$ cat config.mk
export PLATFORM = sky130hd
export DESIGN_NAME = mem_arbiter
export DESIGN_NICKNAME = d
export VERILOG_FILES = /design/src/rtl/mem_arbiter_pkg.sv /design/src/rtl/mem_arb_picker.sv /design/src/rtl/mem_arbiter.sv
export SDC_FILE = /design/constraint.sdc
export NUM_CORES = 1
export LEC_CHECK = 0
export ABC_AREA = 1
export BUFFER_PORTS_ARGS = -buffer_cell sky130_fd_sc_hd__buf_4
export CAP_MARGIN = 20
export CORE_AREA = 5 5 354 356
export CTS_BUF_LIST = sky130_fd_sc_hd__clkbuf_2
export DETAILED_ROUTE_END_ITERATION = 16
export DIE_AREA = 0 0 359 361
export GPL_TIMING_DRIVEN = 0
export SLEW_MARGIN = 20
export SYNTH_ARGS = -nofsm -noshare
export SYNTH_HDL_FRONTEND = slang
export SYNTH_HIERARCHICAL = 1
export SYNTH_SLANG_ARGS = --single-unit
$ cat constraint.sdc
create_clock -name clk -period 43.6 [get_ports clk]
set_clock_uncertainty 0.15 [all_clocks]
set_input_delay 10.9 -clock clk [delete_from_list [all_inputs] [get_ports clk]]
set_output_delay 10.9 -clock clk [all_outputs]
set_load 0.01 [all_outputs]
$ cat src/rtl/mem_arbiter_pkg.sv
// Shared encodings and defaults for the icache/dcache memory-port arbiter.
package mem_arbiter_pkg;

    localparam logic [1:0] ARB_IDLE = 2'd0;
    localparam logic [1:0] ARB_REQ  = 2'd1;
    localparam logic [1:0] ARB_RESP = 2'd2;

    localparam logic [1:0] OWN_NONE = 2'd0;
    localparam logic [1:0] OWN_IC   = 2'd1;
    localparam logic [1:0] OWN_DC   = 2'd2;

    localparam int MEM_ARB_ADDR_W = 28;
    localparam int MEM_ARB_DATA_W = 128;

    localparam logic [3:0] STARVE_MAX = 4'hF;

    function automatic logic [3:0] sat_inc4(input logic [3:0] v);
        return (v == STARVE_MAX) ? v : v + 4'd1;
    endfunction

endpackage

$ cat src/rtl/mem_arb_picker.sv
// Fixed dcache-first winner select with an icache anti-starvation override.
// Combinational grants; the lost-arbitration counter saturates at 15.
module mem_arb_picker
    import mem_arbiter_pkg::*;
#(
    parameter int STARVE_LIMIT = 4
) (
    input  logic clk,
    input  logic reset,
    input  logic arb_en,
    input  logic ic_valid,
    input  logic dc_valid,
    output logic grant_ic,
    output logic grant_dc
);

    localparam logic [3:0] LIMIT = 4'(STARVE_LIMIT);

    logic [3:0] starve_cnt;
    logic       ic_forced;

    always_comb begin
        ic_forced = ic_valid && (starve_cnt >= LIMIT);
        grant_dc  = arb_en && dc_valid && !ic_forced;
        grant_ic  = arb_en && ic_valid && !grant_dc;
    end

    // Only a dc win that actually made icache wait counts as a lost round.
    always_ff @(posedge clk or posedge reset) begin
        if (reset) begin
            starve_cnt <= 4'd0;
        end else if (grant_ic) begin
            starve_cnt <= 4'd0;
        end else if (grant_dc && ic_valid) begin
            starve_cnt <= sat_inc4(starve_cnt);
        end
    end

endmodule

$ cat src/rtl/mem_arbiter.sv
// Arbitrates icache/dcache misses onto one memory port: grant in IDLE, registered request next cycle,
// read data pulsed to owner one cycle after mem_resp_valid. MEM_ARB_PERF_EN adds perf_wait_cycles.
module mem_arbiter
    import mem_arbiter_pkg::*;
#(
    parameter int ADDR_W       = MEM_ARB_ADDR_W,
    parameter int DATA_W       = MEM_ARB_DATA_W,
    parameter int STARVE_LIMIT = 4
) (
    input  logic                clk,
    input  logic                reset,
    input  logic                ic_req_valid,
    output logic                ic_req_ready,
    input  logic                ic_req_rw,
    input  logic [ADDR_W-1:0]   ic_req_addr,
    input  logic [DATA_W-1:0]   ic_req_data,
    input  logic [DATA_W/8-1:0] ic_req_mask,
    input  logic                dc_req_valid,
    output logic                dc_req_ready,
    input  logic                dc_req_rw,
    input  logic [ADDR_W-1:0]   dc_req_addr,
    input  logic [DATA_W-1:0]   dc_req_data,
    input  logic [DATA_W/8-1:0] dc_req_mask,
    output logic                ic_resp_valid,
    output logic [DATA_W-1:0]   ic_resp_data,
    output logic                dc_resp_valid,
    output logic [DATA_W-1:0]   dc_resp_data,
    output logic                mem_req_valid,
    input  logic                mem_req_ready,
    output logic                mem_req_rw,
    output logic [ADDR_W-1:0]   mem_req_addr,
    output logic [DATA_W-1:0]   mem_req_data,
    output logic [DATA_W/8-1:0] mem_req_mask,
    input  logic                mem_resp_valid,
    input  logic [DATA_W-1:0]   mem_resp_data
`ifdef MEM_ARB_PERF_EN
    ,
    output logic [31:0]         perf_wait_cycles
`endif
);

    logic [1:0] state;
    logic [1:0] owner;
    logic       arb_en;

    // Gating with reset keeps the combinational readies low while reset is held.
    assign arb_en        = (state == ARB_IDLE) && !reset;
    assign mem_req_valid = (state == ARB_REQ);

    mem_arb_picker #(
        .STARVE_LIMIT (STARVE_LIMIT)
    ) u_picker (
        .clk      (clk),
        .reset    (reset),
        .arb_en   (arb_en),
        .ic_valid (ic_req_valid),
        .dc_valid (dc_req_valid),
        .grant_ic (ic_req_ready),
        .grant_dc (dc_req_ready)
    );

    always_ff @(posedge clk or posedge reset) begin
        if (reset) begin
            state         <= ARB_IDLE;
            owner         <= OWN_NONE;
            mem_req_rw    <= 1'b0;
            mem_req_addr  <= '0;
            mem_req_data  <= '0;
            mem_req_mask  <= '0;
            ic_resp_valid <= 1'b0;
            ic_resp_data  <= '0;
            dc_resp_valid <= 1'b0;
            dc_resp_data  <= '0;
        end else begin
            ic_resp_valid <= 1'b0;
            dc_resp_valid <= 1'b0;
            case (state)
                ARB_IDLE: begin
                    if (dc_req_ready) begin
                        owner        <= OWN_DC;
                        mem_req_rw   <= dc_req_rw;
                        mem_req_addr <= dc_req_addr;
                        mem_req_data <= dc_req_data;
                        mem_req_mask <= dc_req_mask;
                        state        <= ARB_REQ;
                    end else if (ic_req_ready) begin
                        owner        <= OWN_IC;
                        mem_req_rw   <= ic_req_rw;
                        mem_req_addr <= ic_req_addr;
                        mem_req_data <= ic_req_data;
                        mem_req_mask <= ic_req_mask;
                        state        <= ARB_REQ;
                    end
                end
                ARB_REQ: begin
                    if (mem_req_ready) begin
                        if (mem_req_rw) begin
                            owner <= OWN_NONE;
                            state <= ARB_IDLE;
                        end else begin
                            state <= ARB_RESP;
                        end
                    end
                end
                ARB_RESP: begin
                    if (mem_resp_valid) begin
                        if (owner == OWN_IC) begin
                            ic_resp_valid <= 1'b1;
                            ic_resp_data  <= mem_resp_data;
                        end else if (owner == OWN_DC) begin
                            dc_resp_valid <= 1'b1;
                            dc_resp_data  <= mem_resp_data;
                        end
                        owner <= OWN_NONE;
                        state <= ARB_IDLE;
                    end
                end
                default: begin
                    owner <= OWN_NONE;
                    state <= ARB_IDLE;
                end
            endcase
        end
    end

`ifdef MEM_ARB_PERF_EN
    // Both requesters stalled in the same cycle still counts once.
    always_ff @(posedge clk or posedge reset) begin
        if (reset) begin
            perf_wait_cycles <= 32'd0;
        end else if ((ic_req_valid && !ic_req_ready) || (dc_req_valid && !dc_req_ready)) begin
            perf_wait_cycles <= perf_wait_cycles + 32'd1;
        end
    end
`endif

endmodule

Word level (Yosys, flattened, before mapping):

Index checks and enable logic that the tools add are counted.

* add/subtract/negate cells: 1
* reduce and logical (&&, ||, !) cells: 19
* $lt $le $gt $ge: 1
* equal/unequal tests: 10
* bitwise logic cells: 1
* muxes and demuxes: 28

Operators by type and width (count)
* $mux 128: 2
* $mux 28: 2
* $mux 16: 2
* $mux 2: 8
* $mux 4: 3
* $pmux 2 s3: 2
* $mux 1: 9
* $reduce_and 4->1: 2
* $logic_and 1x1->1: 7
* $reduce_and 3->1: 2
* $add 4x1->4 const B: 1
* $eq 2x1->1 const B: 2
* $eq 2x2->1 const B: 2
* $eq 4x4->1 const B: 1
* $ge 4x3->1 const B: 1
* $ne 2x1->1 const B: 2
* $ne 2x2->1 const B: 2
* $reduce_and 2->1: 2
* $reduce_bool 2->1: 2
* $logic_not 1->1: 3
* $ne 3x2->1 const B: 1
* $logic_not 2->1: 1
* $not 1->1: 1

* input bits: 480
* bits in registers: 439

Depth between registers and ports, before layout:

* word-level depth: 9
* gate-level depth with buffers: 16

Modules after synthesis:

The synthesis kept the hierarchy.

By module, submodules not included
* mem_arbiter: seq. area each 10885.4 um^2, times used 1, cells an instance 2249, area an instance 18587.8 um^2
* mem_arb_picker: seq. area each 100.1 um^2, times used 1, cells an instance 30, area an instance 232.7 um^2

Worst setup path before layout:

No wires, ideal clock.

* path type: input-to-output
* start: input reset
* end: output ic_req_ready
* path buffers: 0
* arrival: 11.378 ns
* stages on the path: 6
* path slack: 21.172 ns
* path through: nor2_1 -> nand2_1 -> inv_1 -> nand2_2 -> nand2_2 -> inv_1

* cells in the longest elaborated chain, start to end: 6
* elaborated cells between the ends (all ways): 7

Ends and longest elaborated chain
* start: declaration: RTL line mem_arbiter.sv:11 `input logic reset,`
* $logic_not 1->1 (no line) *
* $logic_and 1x1->1 *: RTL line mem_arbiter.sv:47 `assign arb_en = (state == ARB_IDLE) && !reset;`
* $logic_and 1x1->1 (2 in series): RTL line mem_arb_picker.sv:24 `grant_dc = arb_en && dc_valid && !ic_forced;`
* $logic_not 1->1: RTL line mem_arb_picker.sv:25 `grant_ic = arb_en && ic_valid && !grant_dc;`
* $logic_and 1x1->1 *: RTL line mem_arb_picker.sv:25
* end: declaration: RTL line mem_arbiter.sv:13 `output logic ic_req_ready,`

Mark *: on every way between the ends. The rest lies on a longest branch, timed or not.

Worst setup path in the final report:

* start: input reset
* end: output ic_req_ready

* cells in the longest elaborated chain, start to end: 6
* elaborated cells between the ends (all ways): 7

Ends and longest elaborated chain
* $logic_not 1->1 (no line) *
* $logic_and 1x1->1 *: RTL line mem_arbiter.sv:47
* net arb_en: RTL line mem_arbiter.sv:44 `logic arb_en;`
* $logic_and 1x1->1 (2 in series): RTL line mem_arb_picker.sv:24
* $logic_not 1->1: RTL line mem_arb_picker.sv:25
* $logic_and 1x1->1 *: RTL line mem_arb_picker.sv:25

Mark *: on every way through the listed nets, which the timed path passes. The rest lies on a longest branch.

==> flow_summary.json <==
{
  "peakVddDrop_uv": 36.5,
  "overflow": 0,
  "vias_per_cell": 3.92,
  "synthesis.nets": 2760,
  "path_class": "in -> out",
  "setup-violations-final": 0,
  "worst-path-max-fanout": 3,
  "core_area_um2": 121000,
  "status": "completed",
  "slew_violations": 0,
  "synth.top_cell.area_share_pct": 58.4,
  "fin_nets": 3812,
  "cts-hold-fix-buffers": 0,
  "drc": 0,
  "vias": 19800,
  "antenna_found_initial": 23,
  "gp_congestion": 0.945,
  "cts_tree": "done",
  "htree_num_levels": 4,
  "final_cell_mix": "nand2_1, buf_4, dfrtp_1, o21ai_0, clkbuf_2",
  "netlist_area_um2": 18800,
  "hp-class": "reg -> reg",
  "clk_path_buf_depth": 3,
  "drt_iter0_markers": 1291,
  "clkTransAtPathRegs_ns": 0.09,
  "pin_count": 914,
  "clock-sinks": 439,
  "area_growth_pct": 54.5,
  "numCtsBuffers": 131,
  "seq_area_frac_synth_pct": 58.4,
  "endpoint_kind": "output port",
  "fmax_mhz": 43.9,
  "post_cts_buffers": 0,
  "initial_core_util_pct": 15.5,
  "dp_hpwl_mm": 95.1,
  "p_per_area_nw_per_um2": 63.5,
  "cp-start-kind": "input pin",
  "drive_above_1_share_pct": 36.2,
  "setup_tns_ns": 0,
  "wirelength_mm": 114,
  "clock_latency_ns": 1.34,
  "ant_nets": 0,
  "p_total_uw": 1850,
  "crit_arrival_ns": 11.75,
  "final_common_cell": "nand2_1",
  "rsz0062_at_grt": "false",
  "first_pass_iters": 5,
  "hold_viol": 0,
  "grt_first_pass_wirelength_mm": 155,
  "grt_pass1_vias": 20300,
  "clockRootBuffer": "clkbuf_2",
  "routedWlPerCell_um": 22.4,
  "die_x_um": 359,
  "grt_max_degree": 96,
  "ys_types": 22,
  "yosys_warnings": 6,
  "synth-seq-cells": 439,
  "cap_violations": 0,
  "ctsResizeCount": 0,
  "period_needed_ns": 22.80,
  "synth_cells": 2279,
  "numPortBuffers": 913,
  "fillers": 13600,
  "tightest_slew_ns": 1.04,
  "slew-limit-headroom_pct": 31.0,
  "yosysTopAreaCell": "dfrtp_1",
  "synth.area.top_cells": "dfrtp_1, nand2_1, o21ai_0",
  "rows": 128,
  "worstPathRequired_ns": 32.55,
  "syn-mean-instance-area_um2": 8.26,
  "die_h_um": 361,
  "grt_util_all_layers_pct": 16.9,
  "design.die.area_um2": 130000,
  "leakagePower_uw": 0.0160,
  "finalCritPeriodShare_pct": 52.3
}
[kinds of logic (layout without fill, tap and decap cells)]
logic type                 count (synthesis)  after routing  share of synthesized area (%)
buffers and inverters                    339           1489                           8.24
adders and majority gates                  1              1                         0.0665
AOI/OAI and AO/OA                        348            348                           9.29
and+or+nand+nor                         1152           1152                           24.0
DFF                                      439            439                           58.4
other                                      0              7                              0
[Yosys cell counts]
library cell and n:
nand3_1 130, inv_4 1, clkbuf_1 49, o211ai_1 1, ha_1 1, o21ai_1 74
buf_2 61, inv_2 3, nand4_1 4, nand2_1 1005, o21ai_0 272, nand3_2 1
buf_6 19, nor2_2 3, nor3_2 1, o21ai_2 1, buf_4 15, dfrtp_1 439
inv_1 188, nand2_2 3, nor2_1 5, buf_1 3
[metrics by stage]
step,setup WS (ns),hold slack (ns),instance area (um2),cells,utilization (%)
after floorplan,20.43,0.292,18800,2279,-
after global placement,14.05,0.306,27700,4817,22.8
after detailed placement,20.78,0.310,27900,4823,23.0
after CTS,20.78,0.332,29100,5054,23.9
after global routing,20.68,0.350,29100,5060,24.0
final,20.80,0.327,29100,5061,24.0
[final timing paths]
| path | slack (ns) | cells after the start | end | start |
|---|---|---|---|---|
| max in group asynchronous | 32.65 | 4 | ic_resp_data[102] | reset |
| min in group asynchronous | 9.35 | 2 | u_picker/starve_cnt[3] | reset |
| max reg2reg | 40.12 | 12 | mem_req_data[49] | state[0] |
| max | 20.80 | 8 | ic_req_ready | reset |
| min | 0.33 | 2 | ic_resp_data[78] | ic_resp_data[78] |
| min reg2reg | 0.33 | 2 | ic_resp_data[78] | ic_resp_data[78] |
[sequential cells by signal, summed over array words and instances, names as in the netlist]
name and flops:
mem_req_addr 28, ic_resp_data 128, owner 2, mem_req_mask 16
state 2, mem_req_data 128, u_picker/starve_cnt 4, mem_req_rw 1
dc_resp_valid 1, dc_resp_data 128, ic_resp_valid 1
[report_power, final]
group	switching (uW)	leakage, uW	internal, uW
registers	101	0.00570	574
logic	500	0.00943	341
clock network	198	0.000919	133
[critical path: stages]
cell and delay, ns:
buf_4 0.14, nor2_1 0.18, nand2_1 0.07, inv_1 0.10, nand2_2 0.07, nand2_2 0.06
inv_1 0.05, buf_4 0.16
[routing by layer]
layer	global-route usage (%)	wire, um	up-vias
met1	18.9	43700	9428
met4	6.26	3730	6
met5	0	38	-
met3	6.55	10200	185
met2	29.1	55900	893
li1	-	-	9330
[cell type report]
type                       instances  area, um2  area share (%)
inverter                         192        731            2.51
buffer                           147        827            2.84
timing repair buffer             919       7000            24.1
clock buffer                     197        986            3.39
tap                             1625       2030            6.99
multi-input combinational       1501       6280            21.6
clock inverter                    34        219           0.753
antenna                            7       17.5          0.0602
sequential                       439      11000            37.8
Note: power is estimated with default switching activity, not from simulation.
